`config.mk`:
```
export PLATFORM = sky130hd
export DESIGN_NAME = div_sequencer
export DESIGN_NICKNAME = d
export VERILOG_FILES = /design/src/rtl/m_ext_pkg.sv /design/src/rtl/div_sign_fixup.sv /design/src/rtl/div_sequencer.sv
export SDC_FILE = /design/constraint.sdc
export NUM_CORES = 1
export LEC_CHECK = 0
export CORE_MARGIN = 2
export CORE_UTILIZATION = 55
export DETAILED_ROUTE_END_ITERATION = 8
export PLACE_DENSITY = 0.86
export SLEW_MARGIN = 20
export SYNTH_ARGS = -nofsm -noshare
export SYNTH_HDL_FRONTEND = slang
export SYNTH_SLANG_ARGS = --single-unit
export TNS_END_PERCENT = 50
```
`constraint.sdc`:
```
create_clock -name clk -period 3.6 [get_ports clk]
set_input_delay 0.54 -clock clk [delete_from_list [all_inputs] [get_ports clk]]
set_output_delay 0.54 -clock clk [all_outputs]
set_load 0.01 [all_outputs]
```
`src/rtl/m_ext_pkg.sv`:
```
// Shared types and constants for the M-extension divide path.
package m_ext_pkg;

  localparam int DIV_XLEN = 32;
  localparam logic [DIV_XLEN-1:0] DIV_MOST_NEG = {1'b1, {(DIV_XLEN-1){1'b0}}};

  typedef enum logic [1:0] {
    DIV  = 2'b00,
    DIVU = 2'b01,
    REM  = 2'b10,
    REMU = 2'b11
  } div_op_t;

  typedef enum logic [2:0] {
    IDLE,
    SPECIAL,
    START,
    WAIT,
    FIXUP,
    RESP
  } div_seq_state_t;

endpackage

```
`src/rtl/div_sign_fixup.sv`:
```
// Applies RISC-V sign rules to an unsigned quotient/remainder pair and
// selects the requested half.
module div_sign_fixup #(
  parameter int WIDTH = 32
) (
  input  logic [WIDTH-1:0] q,
  input  logic [WIDTH-1:0] r,
  input  logic             a_neg,
  input  logic             b_neg,
  input  logic             is_signed,
  input  logic             is_rem,
  output logic [WIDTH-1:0] result
);

  logic             neg_q;
  logic             neg_r;
  logic [WIDTH-1:0] q_fix;
  logic [WIDTH-1:0] r_fix;

  // Remainder takes the dividend's sign; quotient is negative when signs differ.
  assign neg_q  = is_signed && (a_neg ^ b_neg);
  assign neg_r  = is_signed && a_neg;
  assign q_fix  = neg_q ? (~q + 1'b1) : q;
  assign r_fix  = neg_r ? (~r + 1'b1) : r;
  assign result = is_rem ? r_fix : q_fix;

endmodule

```
`src/rtl/div_sequencer.sv`:
```
// Issue/sequencing controller between EX and the iterative divider core,
// with special-case bypass and a one-entry result cache.
module div_sequencer
  import m_ext_pkg::*;
#(
  parameter int WIDTH = DIV_XLEN
) (
  input  logic             clk,
  input  logic             rst,
  input  logic             req_valid,
  output logic             req_ready,
  input  logic [1:0]       req_op,
  input  logic [WIDTH-1:0] req_a,
  input  logic [WIDTH-1:0] req_b,
  input  logic             flush,
  output logic             resp_valid,
  input  logic             resp_ready,
  output logic [WIDTH-1:0] resp_data,
  output logic             div_start,
  output logic [WIDTH-1:0] div_dividend,
  output logic [WIDTH-1:0] div_divisor,
  input  logic             div_done,
  input  logic [WIDTH-1:0] div_quotient,
  input  logic [WIDTH-1:0] div_remainder
);

  localparam logic [WIDTH-1:0] MOST_NEG = {1'b1, {(WIDTH-1){1'b0}}};

  div_seq_state_t   state;
  logic             op_signed;
  logic             op_rem;
  logic             wait_first;
  logic [WIDTH-1:0] a_q;
  logic [WIDTH-1:0] b_q;

  logic             cache_valid;
  logic             cache_signed;
  logic [WIDTH-1:0] cache_a;
  logic [WIDTH-1:0] cache_b;
  logic [WIDTH-1:0] cache_q;
  logic [WIDTH-1:0] cache_r;

  logic             accept;
  logic             req_signed;
  logic             req_special;
  logic             req_hit;
  logic [WIDTH-1:0] special_result;
  logic [WIDTH-1:0] fix_result;

  function automatic logic [WIDTH-1:0] magnitude(input logic [WIDTH-1:0] x,
                                                 input logic             sgn);
    return (sgn && x[WIDTH-1]) ? (~x + 1'b1) : x;
  endfunction

  assign accept      = req_valid && req_ready && !flush;
  assign req_signed  = (req_op == DIV) || (req_op == REM);
  assign req_special = (req_b == '0) ||
                       (req_signed && (req_a == MOST_NEG) && (req_b == '1));
  assign req_hit     = cache_valid && (req_a == cache_a) && (req_b == cache_b) &&
                       (req_signed == cache_signed);

  assign special_result = (b_q == '0) ? (op_rem ? a_q : '1)
                                      : (op_rem ? '0  : MOST_NEG);

  // The cache always holds the magnitudes of the last core run, so both the
  // post-core and the cache-hit paths fix up from the same registers.
  div_sign_fixup #(.WIDTH(WIDTH)) u_fixup (
    .q         (cache_q),
    .r         (cache_r),
    .a_neg     (a_q[WIDTH-1]),
    .b_neg     (b_q[WIDTH-1]),
    .is_signed (op_signed),
    .is_rem    (op_rem),
    .result    (fix_result)
  );

  always_ff @(posedge clk) begin
    if (!rst) begin
      state        <= IDLE;
      req_ready    <= 1'b1;
      resp_valid   <= 1'b0;
      resp_data    <= '0;
      div_start    <= 1'b0;
      div_dividend <= '0;
      div_divisor  <= '0;
      op_signed    <= 1'b0;
      op_rem       <= 1'b0;
      wait_first   <= 1'b0;
      a_q          <= '0;
      b_q          <= '0;
      cache_valid  <= 1'b0;
      cache_signed <= 1'b0;
      cache_a      <= '0;
      cache_b      <= '0;
      cache_q      <= '0;
      cache_r      <= '0;
    end else if (flush && state != IDLE) begin
      state      <= IDLE;
      req_ready  <= 1'b1;
      resp_valid <= 1'b0;
      div_start  <= 1'b0;
    end else begin
      case (state)
        IDLE: begin
          if (accept) begin
            a_q       <= req_a;
            b_q       <= req_b;
            op_signed <= req_signed;
            op_rem    <= req_op[1];
            req_ready <= 1'b0;
            if (req_special) begin
              state <= SPECIAL;
            end else if (req_hit) begin
              state <= FIXUP;
            end else begin
              state        <= START;
              div_start    <= 1'b1;
              div_dividend <= magnitude(req_a, req_signed);
              div_divisor  <= magnitude(req_b, req_signed);
            end
          end
        end
        SPECIAL: begin
          resp_data  <= special_result;
          resp_valid <= 1'b1;
          state      <= RESP;
        end
        START: begin
          div_start  <= 1'b0;
          wait_first <= 1'b1;
          state      <= WAIT;
        end
        // div_done is a level left over from the previous run for one cycle.
        WAIT: begin
          if (wait_first) begin
            wait_first <= 1'b0;
          end else if (div_done) begin
            cache_valid  <= 1'b1;
            cache_signed <= op_signed;
            cache_a      <= a_q;
            cache_b      <= b_q;
            cache_q      <= div_quotient;
            cache_r      <= div_remainder;
            state        <= FIXUP;
          end
        end
        FIXUP: begin
          resp_data  <= fix_result;
          resp_valid <= 1'b1;
          state      <= RESP;
        end
        RESP: begin
          if (resp_ready) begin
            resp_valid <= 1'b0;
            req_ready  <= 1'b1;
            state      <= IDLE;
          end
        end
        default: begin
          state     <= IDLE;
          req_ready <= 1'b1;
        end
      endcase
    end
  end

endmodule

```
After elaboration in Yosys (flattened, before gate mapping). Index checks and enable logic that the tools add are counted.

Register bits after elaboration: 299. Bits in latches: 0. Bits in writable memories: 0. Bits in read-only memories: 0. Input port bits: 136. Memories kept: 0.

$add $sub $neg: 4. Multipliers: 0. Divide/modulo/power cells: 0. Order comparisons: 0. Eq/ne operators: 17. Shift-type cells: 0. Muxes and demuxes: 26. Bitwise logic cells: 11. Reductions and logical operators: 36.

Operators with widths (number): two-way mux 32 bit (8); adder 32 x 1 -> 32 bit, second input constant (4); inverter 32 bit (4); equality test 32 bit (2); equality test 32 bit, second input constant (2); zero test 32 bit (2); case mux 32 bit (2 select lines) (1); two-way mux 3 bit (6); case mux 3 bit (5 select lines) (1); logical AND 1 bit (12); != test 2 bit, second input constant (6); AND reduction 4 bit (3); nonzero test 2 bit (4); equality test 3 x 2 -> 1 bit, second input constant (2); equality test 3 bit, second input constant (2); two-way mux 1 bit (6); inverter 1 bit (6); case mux 1 bit (2 select lines) (3); AND reduction 2 bit (3); AND reduction 3 bit (2); AND reduction 5 bit (1); OR reduction 2 bit (2); OR reduction 4 bit (1); equality test 3 x 1 -> 1 bit, second input constant (1); 9 further kinds (10).

Depth between registers and ports, before layout. Gate-level depths: netlist of run 1.

Depth after elaboration: 8. Depth in mapped cells: 11.

By module. Synthesis of run 1 repeated with hierarchy kept, for this count alone.

Cells, all modules: 1958. Area total of the unflattened synthesis: 15244.6 um^2.

By module, submodules not included: div_sequencer (times used 1, cells each 1700, area an instance 13394.1 um^2); div_sign_fixup (times used 1, cells each 258, area an instance 1850.5 um^2).

Worst setup path after synthesis of run 1. Ideal clock, no wire load.

Path kind: input -> register. From: in req_b[18]. To: reg div_dividend[11]. Setup time: 146 ps. Arrival: 2842 ps. Slack: 612 ps. Stages on the path: 11. Path buffers: 4. Path through: buf_2 -> or4_1 -> or3_1 -> buf_6 -> or3_4 -> o32ai_4 -> o21ba_4 -> buf_12 -> buf_12 -> a21oi_2 -> a211oi_2.

Cells in the longest elaborated chain, start to end: 5. Elaborated cells between the ends (all ways): 10. Those cells by class: 2 x eq/ne; 2 x bitwise; 6 x reduce/logical.

RTL lines: from (decl) (RTL line div_sequencer.sv:14) `input logic [WIDTH-1:0] req_b,`; equality test 32 bit, on equally long branches (RTL line div_sequencer.sv:59, div_sequencer.sv:58); logical AND 1 bit, on equally long branches (RTL line div_sequencer.sv:59, div_sequencer.sv:58); logical AND 1 bit / logical OR 1 bit (equally long branches) (RTL line div_sequencer.sv:59, div_sequencer.sv:57); inverter 1 bit (no line); AND reduction 5 bit (no line) *; to (signal assigned) (RTL line div_sequencer.sv:118) `div_dividend <= magnitude(req_a, req_signed);`; to (decl) (RTL line div_sequencer.sv:20) `output logic [WIDTH-1:0] div_dividend,`.

Mark *: on every way between the ends. The rest lies on a longest branch, timed or not. A chain may end at the register's enable or synchronous reset.

Final worst setup path of run 1.
From: in req_b[6]. To: reg div_divisor[1].

Cells in the longest elaborated chain, start to end: 5. Elaborated cells between the ends (all ways): 10. Those cells by class: 2 x eq/ne; 2 x bitwise; 6 x reduce/logical.

RTL lines: equality test 32 bit, on equally long branches (RTL line div_sequencer.sv:59, div_sequencer.sv:58); logical AND 1 bit, on equally long branches (RTL line div_sequencer.sv:59, div_sequencer.sv:58); logical AND 1 bit / logical OR 1 bit (equally long branches) (RTL line div_sequencer.sv:59, div_sequencer.sv:57); inverter 1 bit (no line); AND reduction 5 bit (no line) *; to (signal assigned) (RTL line div_sequencer.sv:119) `div_divisor <= magnitude(req_b, req_signed);`; to (decl) (RTL line div_sequencer.sv:21) `output logic [WIDTH-1:0] div_divisor,`.

Marked as above.

==> results of run 1 <==
kinds of logic after synthesis:
group / synth area share [%]
AO/OA/AOI/OAI: 24.3
multiplexers: 0.328
XOR/XNOR: 9.30
adder cells (fa/ha/maj): 0.410
AND/OR/NAND/NOR: 20.7
buffers and inverters: 5.71
flip-flops: 39.2
flip-flops by register name (all words and copies together) (netlist names):
name,count
a_q,32
b_q,32
cache_a,32
cache_b,32
cache_q,32
cache_r,32
div_dividend,32
div_divisor,32
resp_data,32
state,3
cache_signed,1
cache_valid,1
div_start,1
op_rem,1
op_signed,1
req_ready,1
resp_valid,1
wait_first,1
per-layer routing:
layer | vias up | share of wire [%] | track usage [%]
li1 | 6992 | - | -
met1 | 6937 | 40 | 43.6
met2 | 816 | 45 | 53.2
met3 | 157 | 10 | 5.69
met4 | 0 | 5.0 | 15.1
met5 | - | 0 | 0
metrics by stage:
step	setup slack [ns]	utilization, %
after floorplan	0.612	-
after global placement	0.0859	66.8
after detailed placement	0.0213	66.8
after CTS	0.608	70.3
after global routing	0.474	70.3
final	0.561	70.3
final cells by class:
class / instances / area (sq um)
multi-input combinational: 1423 / 8430
clock inverter: 5 / 77.6
clock buffer: 45 / 888
tap: 372 / 465
fill: 2073 / 8040
sequential: 299 / 5990
timing repair buffer: 321 / 3100
inverter: 29 / 116
power by group:
part           switching [uW]  total, uW  internal, uW
logic                    1380       2530          1150
registers                 318       3950          3630
clock network            1300       3130          1830
total                    3000       9600          6600
cells in the mapped netlist, types with 3 or more instances:
master	n
a2111oi_0	3
a211oi_1	4
a211oi_2	57
a21oi_1	246
a21oi_2	59
a221oi_1	3
a22o_1	3
a22oi_1	3
a311oi_1	4
a31oi_1	6
a32o_1	6
and2_1	6
and3_1	4
and4_1	3
buf_1	5
buf_12	7
buf_6	8
clkbuf_1	132
dfxtp_1	299
ha_1	5
inv_1	28
mux2i_1	5
nand2_1	459
nand2b_1	19
nand3_1	24
nand3b_1	5
nand4_1	17
nand4b_1	3
nor2_1	67
nor2b_1	9
nor3_1	28
nor4_1	30
o211ai_1	12
o21ai_0	55
o221ai_1	11
o22ai_1	10
o31ai_1	23
o41ai_1	13
or2_2	3
or3_1	15
or4_1	16
xnor2_1	67
xor2_1	95
final timing paths:
path | cells after the start | from | endpoint | slack [ns]
max | 9 | req_b[6] | div_divisor[1]$_SDFFE_PN0P_ | 0.56
min | 2 | cache_q[29]$_SDFFE_PN0P_ | cache_q[29]$_SDFFE_PN0P_ | 0.47
max reg2reg | 5 | state[0]$_SDFFE_PP0P_ | resp_data[22]$_SDFFE_PN0P_ | 0.72
min reg2reg | 2 | cache_q[29]$_SDFFE_PN0P_ | cache_q[29]$_SDFFE_PN0P_ | 0.47
critical path: stages:
cell             delay [ns]
clkdlybuf4s50_1        0.47
nor2b_1                0.19
a2111o_1               0.40
or4_1                  0.52
or4_4                  0.59
o21ba_4                0.27
buf_12                 0.19
a21oi_1                0.18
a311oi_1               0.07
==> reports/metrics.yaml, run 1 <==
cts:
  clkLatencyLatePin_ns: 0.56
  cts_buffers: 30
  cts-resized-gates: 0
  cts_setup_buffers: 0
  clk_pin_slew_ns: 0.06
  cts-root-buf: "clkbuf_16"
  cts_tree: "done"
  cts_max_level: 1
  cts.sinks: 299
  cts_buffer_depth: 3
  ctsHoldBuffers: 0
sta:
  maxSlewViolCount: 0
  period_needed_ns: 3.04
  post-route-period-util_pct: 84.4
  worstMarginPinSlew_ns: 1.08
  holdWs_ns: 0.465
  rsz0062_at_grt: "no"
  max-slew-margin-rel_pct: 28.1
  finalClockSkew_ns: 0.0129
  hold_violations: 0
  fmax_mhz: 329
  setup_viol: 0
  totalNegativeSetupSlack_ns: 0
power:
  finalPower_uw: 9600
  leakagePower_uw: 0.00650
  powerDensity_nw_per_um2: 504
  peakVddDrop_mv: 0.339
floorplanning:
  start_util_pct: 56.3
  die_x_um: 171
  row_count: 60
  dieArea_sq_um: 29100
  die_h_um: 171
  ioPinCount: 235
  design.core.area_sq_um: 27100
synth:
  syn_area_per_cell_sq_um: 8.01
  seq_area_frac_synth_pct: 39.2
  yosysWarningCount: 0
  ys_types: 66
  syn_nets: 2047
  synth_edf_count: 0
  syn-cell-area_sq_um: 15300
  syn_inst: 1906
  synthFlopType: "dfxtp_1"
  yosys.area.top_type_share_pct: 39.2
  ys_ff_latch: 299
  synth_area_leader_cell: "dfxtp_1"
  synth-async-reset-ratio_pct: 0
  synth_area_leaders: "dfxtp_1 39%, nand2_1 11%, a21oi_1 8.1%, xor2_1 5.5%, a211oi_2 4.7%"
route:
  vias: 14900
  wire_per_inst_um: 19.7
  drc: 0
  firstDrtPassIters: 7
  ant_nets: 0
  detail_route.wirelength_um: 49300
  viasPerCell: 5.98
  drt-initial-drc-count: 1991
finish:
  stdcell_count: 2494
  final_common_cell: "nand2_1"
  area_delta_synth_final_pct: 24.9
  final_cell_mix: "459 x nand2_1, 299 x dfxtp_1, 246 x a21oi_1"
  diodes: 0
  fin_nets: 2245
  drive_gt1_share_pct: 12.3
  final_cell_area_sq_um: 19100
worst_setup_path:
  critPathRequiredTime_ns: 3.99
  critPathLaunchType: "primary input"
  worst-setup-path-type: "primary input to flip-flop"
  end_kind: "flip-flop"
  critPathArrivalTime_ns: 3.43
  path_max_fanout: 26
worst_hold_path:
  hp-class: "flip-flop to flip-flop"
grt:
  grt_usage_pct: 33.1
  grt_pass1_vias: 14200
  antenna_found_initial: 0
  grt_max_degree: 211
  overflow: 0
  grt_pass1_wl_um: 76400
job:
  max_cap_viol_count: 0
placed_design:
  dp_cells: 2444
  portBuffers: 234
  dp_hpwl_um: 35800
  gp_congestion: 0.989
  post_dp_cell_area_sq_um: 18100
run_status:
  status: "complete, no violations"
(Power assumes the default switching activity.)
==> inputs of run 2 (changes only) <==
Clock period 3.6 ns to 3.1 ns, I/O delays scaled along.
==> run 2 against run 1 <==
Cell area is 2.5% higher. Flip-flop and latch count stayed put. Via count is 2.5% higher. Count of clock-buffer cells in the layout is 8 lower. Clock skew is 0.0092 ns higher. Cell count is 2.2% higher. Total power is 20% higher. Utilization is 1.8 points higher. Register-to-register slack worse by 0.46 ns. Non-clock buffer count is 51 higher. Setup slack worse by 0.39 ns. Critical endpoint is now div_divisor[2]$_SDFFE_PN0P_. Highest routed layer unchanged.
==> reports/metrics.yaml, run 2 (synthesis results as in run 1) <==
worst_setup_path:
  critPathArrivalTime_ns: 3.35  # -0.08 ns
  critPathLaunchType: "primary input"
  worst-setup-path-type: "primary input to flip-flop"
  path_max_fanout: 26  # unchanged
  reg2reg_from: "cache_b[6]$_SDFFE_PN0P_"
  end_kind: "flip-flop"
  reg2reg_depth: 8  # +3
  r2r_slack_ns: 0.26  # -0.46 ns
  timing.rr.end: "div_divisor[2]$_SDFFE_PN0P_"
  critPathRequiredTime_ns: 3.53  # -0.46 ns
floorplanning:
  die_h_um: 171  # unchanged
  design.core.area_sq_um: 27100  # unchanged
  dieArea_sq_um: 29100  # unchanged
  start_util_pct: 56.3  # unchanged
  row_count: 60  # unchanged
  ioPinCount: 235  # unchanged
  die_x_um: 171  # unchanged
cts:
  cts-root-buf: "clkbuf_16"
  clk_pin_slew_ns: 0.06  # about the same
  cts-resized-gates: 0  # unchanged
  cts_tree: "done"
  ctsHoldBuffers: 0  # unchanged
  cts_max_level: 1  # unchanged
  cts_setup_buffers: 0  # unchanged
  cts.sinks: 299  # unchanged
  clkLatencyLatePin_ns: 0.58  # +0.02 ns
  cts_buffers: 31  # +3.3%
  cts_buffer_depth: 3  # unchanged
route:
  top_layer: "met4"
  drt-initial-drc-count: 1756  # -12%
  drc: 0  # unchanged
  detail_route.wirelength_um: 50700  # +3.0%
  wire_per_inst_um: 19.9  # +0.74%
  ant_nets: 0  # unchanged
  route.met3.wl_um: 5310  # +4.8%
  route.met2.wl_um: 23300  # +4.7%
  viasPerCell: 5.99  # +0.28%
  vias: 15300  # +2.5%
  wl_met1_um: 19800  # +1.5%
  firstDrtPassIters: 8  # +1
sta:
  setup_viol: 0  # unchanged
  period_needed_ns: 2.93
  max-slew-margin-rel_pct: 35.3  # +7.1 points
  fmax_mhz: 341
  post-route-period-util_pct: 94.5
  maxSlewViolCount: 0  # unchanged
  rsz0062_at_grt: "no"
  finalClockSkew_ns: 0.0221  # +0.00920 ns
  holdWs_ns: 0.443  # -0.0220 ns
  worstMarginPinSlew_ns: 0.971  # -0.107 ns
  hold_violations: 0  # unchanged
finish:
  diodes: 0  # unchanged
  fin_nets: 2297  # +2.3%
  final_cell_area_sq_um: 19500  # +2.5%
  final_util_pct: 72.1  # +1.8 points
  stdcell_count: 2550  # +2.2%
  drive_gt1_share_pct: 14.8  # +2.5 points
  area_delta_synth_final_pct: 28.0
  final_common_cell: "nand2_1"
  final_cell_mix: "459 x nand2_1, 299 x dfxtp_1, 246 x a21oi_1"
grt:
  grt_pass1_vias: 14500  # +2.5%
  overflow: 0  # unchanged
  grt_max_degree: 140  # -34%
  grt_usage_pct: 33.7  # +0.61 points
  antenna_found_initial: 0  # unchanged
  grt_pass1_wl_um: 77700  # +1.7%
placed_design:
  dp_cells: 2495  # +2.1%
  portBuffers: 234  # unchanged
  gp_congestion: 0.975  # -1.5%
  post_dp_cell_area_sq_um: 18500  # +2.1%
  dp_hpwl_um: 36900  # +2.9%
power:
  seqPwrFrac_pct: 39.9  # -1.2 points
  clock_power_share_pct: 34.1  # +1.5 points
  internal_power_uw: 7890  # +19%
  p_sw_uw: 3610  # +21%
  peakVddDrop_mv: 0.430  # +27%
  p_sw_share_pct: 31.4  # +0.19 points
  powerDensity_nw_per_um2: 589  # +17%
  combPwrFrac_pct: 26.0  # -0.3 points
  leakagePower_uw: 0.00680  # +4.6%
worst_hold_path:
  hold_end: "cache_q[23]$_SDFFE_PN0P_"
  hp-class: "primary input to flip-flop"
  hp-start: "div_quotient[23]"
  hold_depth: 3  # +1
job:
  max_cap_viol_count: 0  # unchanged
run_status:
  status: "complete, no violations"
run 2: critical path: stages:
cell             delay, ns
clkdlybuf4s50_1       0.47
nor2b_1               0.19
a2111o_1              0.39
or4_1                 0.55
or4_4                 0.59
o21ba_4               0.26
buf_12                0.18
a21oi_2               0.18
a211oi_2              0.06
run 2: worst max-delay path by stage:
| stage | start | end | slack (ns) | depth (start not counted) |
|---|---|---|---|---|
| floorplan | req_b[18] | div_dividend[11]$_SDFFE_PN0P_ | 0.19 | 11 |
| global placement | req_b[6] | div_divisor[1]$_SDFFE_PN0P_ | -0.32 | 9 |
| detailed placement | req_b[6] | div_divisor[18]$_SDFFE_PN0P_ | -0.34 | 9 |
| CTS | req_b[6] | div_divisor[18]$_SDFFE_PN0P_ | 0.23 | 9 |
| global route | req_b[6] | div_divisor[2]$_SDFFE_PN0P_ | 0.12 | 9 |
| finish | req_b[6] | div_divisor[2]$_SDFFE_PN0P_ | 0.17 | 9 |
run 2: layout make-up:
type                            count  area (sq um)
Timing Repair Buffer              372          3480
Clock inverter                     18           235
Clock buffer                       37           828
Sequential cell                   299          5990
Multi-Input combinational cell   1423          8430
Fill cell                        1989          7560
Inverter                           29           116
Tap cell                          372           465
run 2: through the flow:
| step | setup WS (ns) | power, uW | setup TNS (ns) |
|---|---|---|---|
| finish | 0.171 | 11500 | 0 |
| global route | 0.117 | 11900 | 0 |
| CTS | 0.228 | 11400 | 0 |
| detailed placement | -0.341 | 7580 | -20.99 |
| global placement | -0.317 | 7460 | -19.45 |
| floorplan | 0.187 | 6280 | 0 |
run 2: power groups by stage:
stage	combinational, uW	clock, uW	sequential [uW]
3_3_place_gp	2820	0	4640
6_report	2990	3920	4590
5_1_grt	3200	4080	4630
2_1_floorplan	1660	0	4620
4_1_cts	2950	3920	4580
3_5_place_dp	2920	0	4650
run 2: metal layers:
metal  up-vias  global-route usage (%)
met4         0                    15.2
met5         -                       0
met3       159                    6.08
met2       838                    55.1
met1      7180                    43.5
li1       7102                       -
==> inputs of run 3 (changes only) <==
Settings changed: CELL_PAD_IN_SITES_DETAIL_PLACEMENT set to 2, CELL_PAD_IN_SITES_GLOBAL_PLACEMENT set to 2, CORE_UTILIZATION 55 to 32.
==> run 3 against run 2 <==
First-iteration DRC count shrank 22%. Combinational power is 16% higher. Total power grew 7.6%. Count of clock-buffer cells in the layout is 22 higher. Global-route usage fell by 2.3 points. Via count is 6.7% higher. Die area is 70% higher. Cell area grew 3.9%. Routed wire length is 55% higher. Critical path depth unchanged. Critical path type unchanged.
==> reports/metrics.yaml, run 3 (synthesis results as in run 1) <==
power:
  p_sw_uw: 4320  # +20%
  powerDensity_nw_per_um2: 609  # +3.5%
  internal_power_uw: 8060  # +2.1%
  peakVddDrop_mv: 0.337  # -22%
  p_sw_share_pct: 34.9  # +3.5 points
  seqPwrFrac_pct: 37.4  # -2.5 points
  leakagePower_uw: 0.00706  # +3.8%
  combPwrFrac_pct: 28.0  # +2.0 points
  clock_power_share_pct: 34.6  # +0.5 points
  finalPower_uw: 12400  # +7.6%
finish:
  diodes: 0  # unchanged
  regArea_sq_um: 5990  # unchanged
  final_cell_mix: "459 x nand2_1, 299 x dfxtp_1, 245 x a21oi_1"
  final_cell_area_sq_um: 20300  # +3.9%
  final_common_cell: "nand2_1"
  multiInputGateArea_sq_um: 8470  # +0.49%
  fin_nets: 2345  # +2.1%
  drive_gt1_share_pct: 16.7  # +1.8 points
  area_delta_synth_final_pct: 33.1
  fillCellCount: 5237  # +160%
floorplanning:
  dieArea_sq_um: 49500  # +70%
  start_util_pct: 32.2  # -24 points
  design.core.area_sq_um: 47400  # +75%
  row_count: 80  # +33%
  die_h_um: 222  # +30%
  die_x_um: 222  # +30%
  ioPinCount: 235  # unchanged
route:
  wl_met1_um: 31200  # +57%
  top_layer: "met4"
  route.met2.wl_um: 38400  # +65%
  drt-initial-drc-count: 1369  # -22%
  detail_route.wirelength_um: 78800  # +55%
  firstDrtPassIters: 5  # -3
  route.met3.wl_um: 4660  # -12%
  drc: 0  # unchanged
  ant_nets: 0  # unchanged
  viasPerCell: 5.72  # -4.5%
  vias: 16300  # +6.7%
  wire_per_inst_um: 27.7  # +39%
worst_setup_path:
  reg2reg_from: "cache_b[6]$_SDFFE_PN0P_"
  r2r_slack_ns: 0.14  # -0.12 ns
  cpPeakStageDelay_ns: 0.63  # +0.04 ns
  critPathLaunchType: "primary input"
  crit_chain: "clkdlybuf4s50_1 -> xor2_1 -> nor4_1 -> nand3_1 -> or4_4 -> o21ba_4 -> buf_12 -> a21oi_2 -> a211oi_2"
  timing.rr.end: "div_divisor[22]$_SDFFE_PN0P_"
  critPathArrivalTime_ns: 3.49  # +0.14 ns
  path_max_fanout: 24  # -7.7%
  end_kind: "flip-flop"
  critPathRequiredTime_ns: 3.52  # about the same
  critPathSlowestCell: "or4_4"
  reg2reg_depth: 8  # unchanged
  worst-setup-path-type: "primary input to flip-flop"
cts:
  cts_tree: "done"
  cts_buffer_depth: 3  # unchanged
  cts-root-buf: "clkbuf_16"
  cts_setup_buffers: 0  # unchanged
  cts_max_level: 2  # +1
  cts_buffers: 36  # +16%
  clkLatencyLatePin_ns: 0.60  # +0.02 ns
  cts.sinks: 299  # unchanged
  clk_pin_slew_ns: 0.06  # about the same
placed_design:
  post_dp_cell_area_sq_um: 19100  # +3.6%
  dp_hpwl_um: 53400  # +45%
  place_ws_ns: -0.552  # -0.212 ns
  gp_congestion: 0.911  # -6.6%
  portBuffers: 234  # unchanged
sta:
  worstMarginPinSlew_ns: 1.10  # +0.129 ns
  post-route-period-util_pct: 99.0  # +4.5 points
  hold_violations: 0  # unchanged
  finalClockSkew_ns: 0.0537  # +0.0316 ns
  worst_slack_ns: 0.0313  # -0.139 ns
  period_needed_ns: 3.07  # +0.139 ns
  setup_viol: 0  # unchanged
  max-slew-margin-rel_pct: 26.7  # -8.6 points
  maxSlewViolCount: 0  # unchanged
  rsz0062_at_grt: "no"
  fmax_mhz: 326  # -4.5%
grt:
  grt_pass1_vias: 18300  # +26%
  grt_pass1_wl_um: 119000  # +53%
  overflow: 0  # unchanged
  antenna_found_initial: 0  # unchanged
  grt_max_degree: 174  # +24%
  grt_usage_pct: 31.4  # -2.3 points
worst_hold_path:
  hp-class: "primary input to flip-flop"
  hold_depth: 3  # unchanged
  hold_end: "a_q[26]$_SDFFE_PN0P_"
  hp-start: "req_a[26]"
job:
  max_cap_viol_count: 0  # unchanged
run_status:
  status: "complete, no violations"
run 3: changes by cell type in the layout (fill, tap and decap cells not counted), sizes merged:
cell and delta:
clkinvlp -2, inv +2, bufinv -5, clkinv -6, buf +43, dlymetal6s2s +1
clkbuf +22, clkdlybuf4s50 -1
run 3: how the worst max path moves through the flow:
| stage | to | from | slack [ns] |
|---|---|---|---|
| detailed placement | div_divisor[1]$_SDFFE_PN0P_ | req_b[6] | -0.55 |
| global route | div_dividend[28]$_SDFFE_PN0P_ | req_b[0] | 0.02 |
| CTS | div_dividend[14]$_SDFFE_PN0P_ | req_a[21] | 0.07 |
| global placement | div_dividend[28]$_SDFFE_PN0P_ | req_b[6] | -0.44 |
| finish | div_divisor[22]$_SDFFE_PN0P_ | req_a[4] | 0.03 |
| floorplan | div_dividend[11]$_SDFFE_PN0P_ | req_b[18] | 0.19 |
run 3: power by group through the flow:
stage	Clock (uW)	Sequential [uW]	Combinational, uW
floorplan	0	4620	1660
global placement	0	4630	3070
detailed placement	0	4660	3300
CTS	4320	4610	3430
global route	4480	4640	3640
finish	4290	4620	3470
run 3: critical path: cells and delay by family:
kind                   cells  cell delay (ns)
AND/OR/NAND/NOR            3             1.34
buffers and inverters      2             0.81
AO/OA/AOI/OAI              3             0.61
XOR/XNOR                   1             0.23
run 3: cell type report:
cell class	instances	area share [%]
multi-input combinational	1423	41.7
sequential	299	29.5
timing repair buffer	415	18.9
clock buffer	59	5.36
tap	615	3.79
inverter	29	0.573
clock inverter	7	0.228
run 3: routing by layer:
layer | global-route usage, % | vias to the layer above
li1 | - | 7180
met1 | 36.6 | 8226
met2 | 55.2 | 659
met3 | 4.76 | 231
met4 | 17.4 | 0
met5 | 0 | -
run 3: repair_timing:
| action | CTS | global route |
|---|---|---|
| gates resized for setup | 1 | 6 |
| setup endpoints to repair | 2 | 12 |
| hold buffers | 0 | 0 |
| pin swaps | 1 | 1 |
run 3: through the flow:
stage | std cells | hold WS (ns) | setup TNS (ns) | utilization (%)
4_1_cts | 2847 | 0.442 | 0 | 42.7
3_3_place_gp | 2781 | 0.428 | -27.67 | 40.3
3_5_place_dp | 2781 | 0.451 | -33.18 | 40.3
2_1_floorplan | 1906 | 0.436 | 0 | -
6_report | 2847 | 0.426 | 0 | 42.8
5_1_grt | 2847 | 0.452 | 0 | 42.8
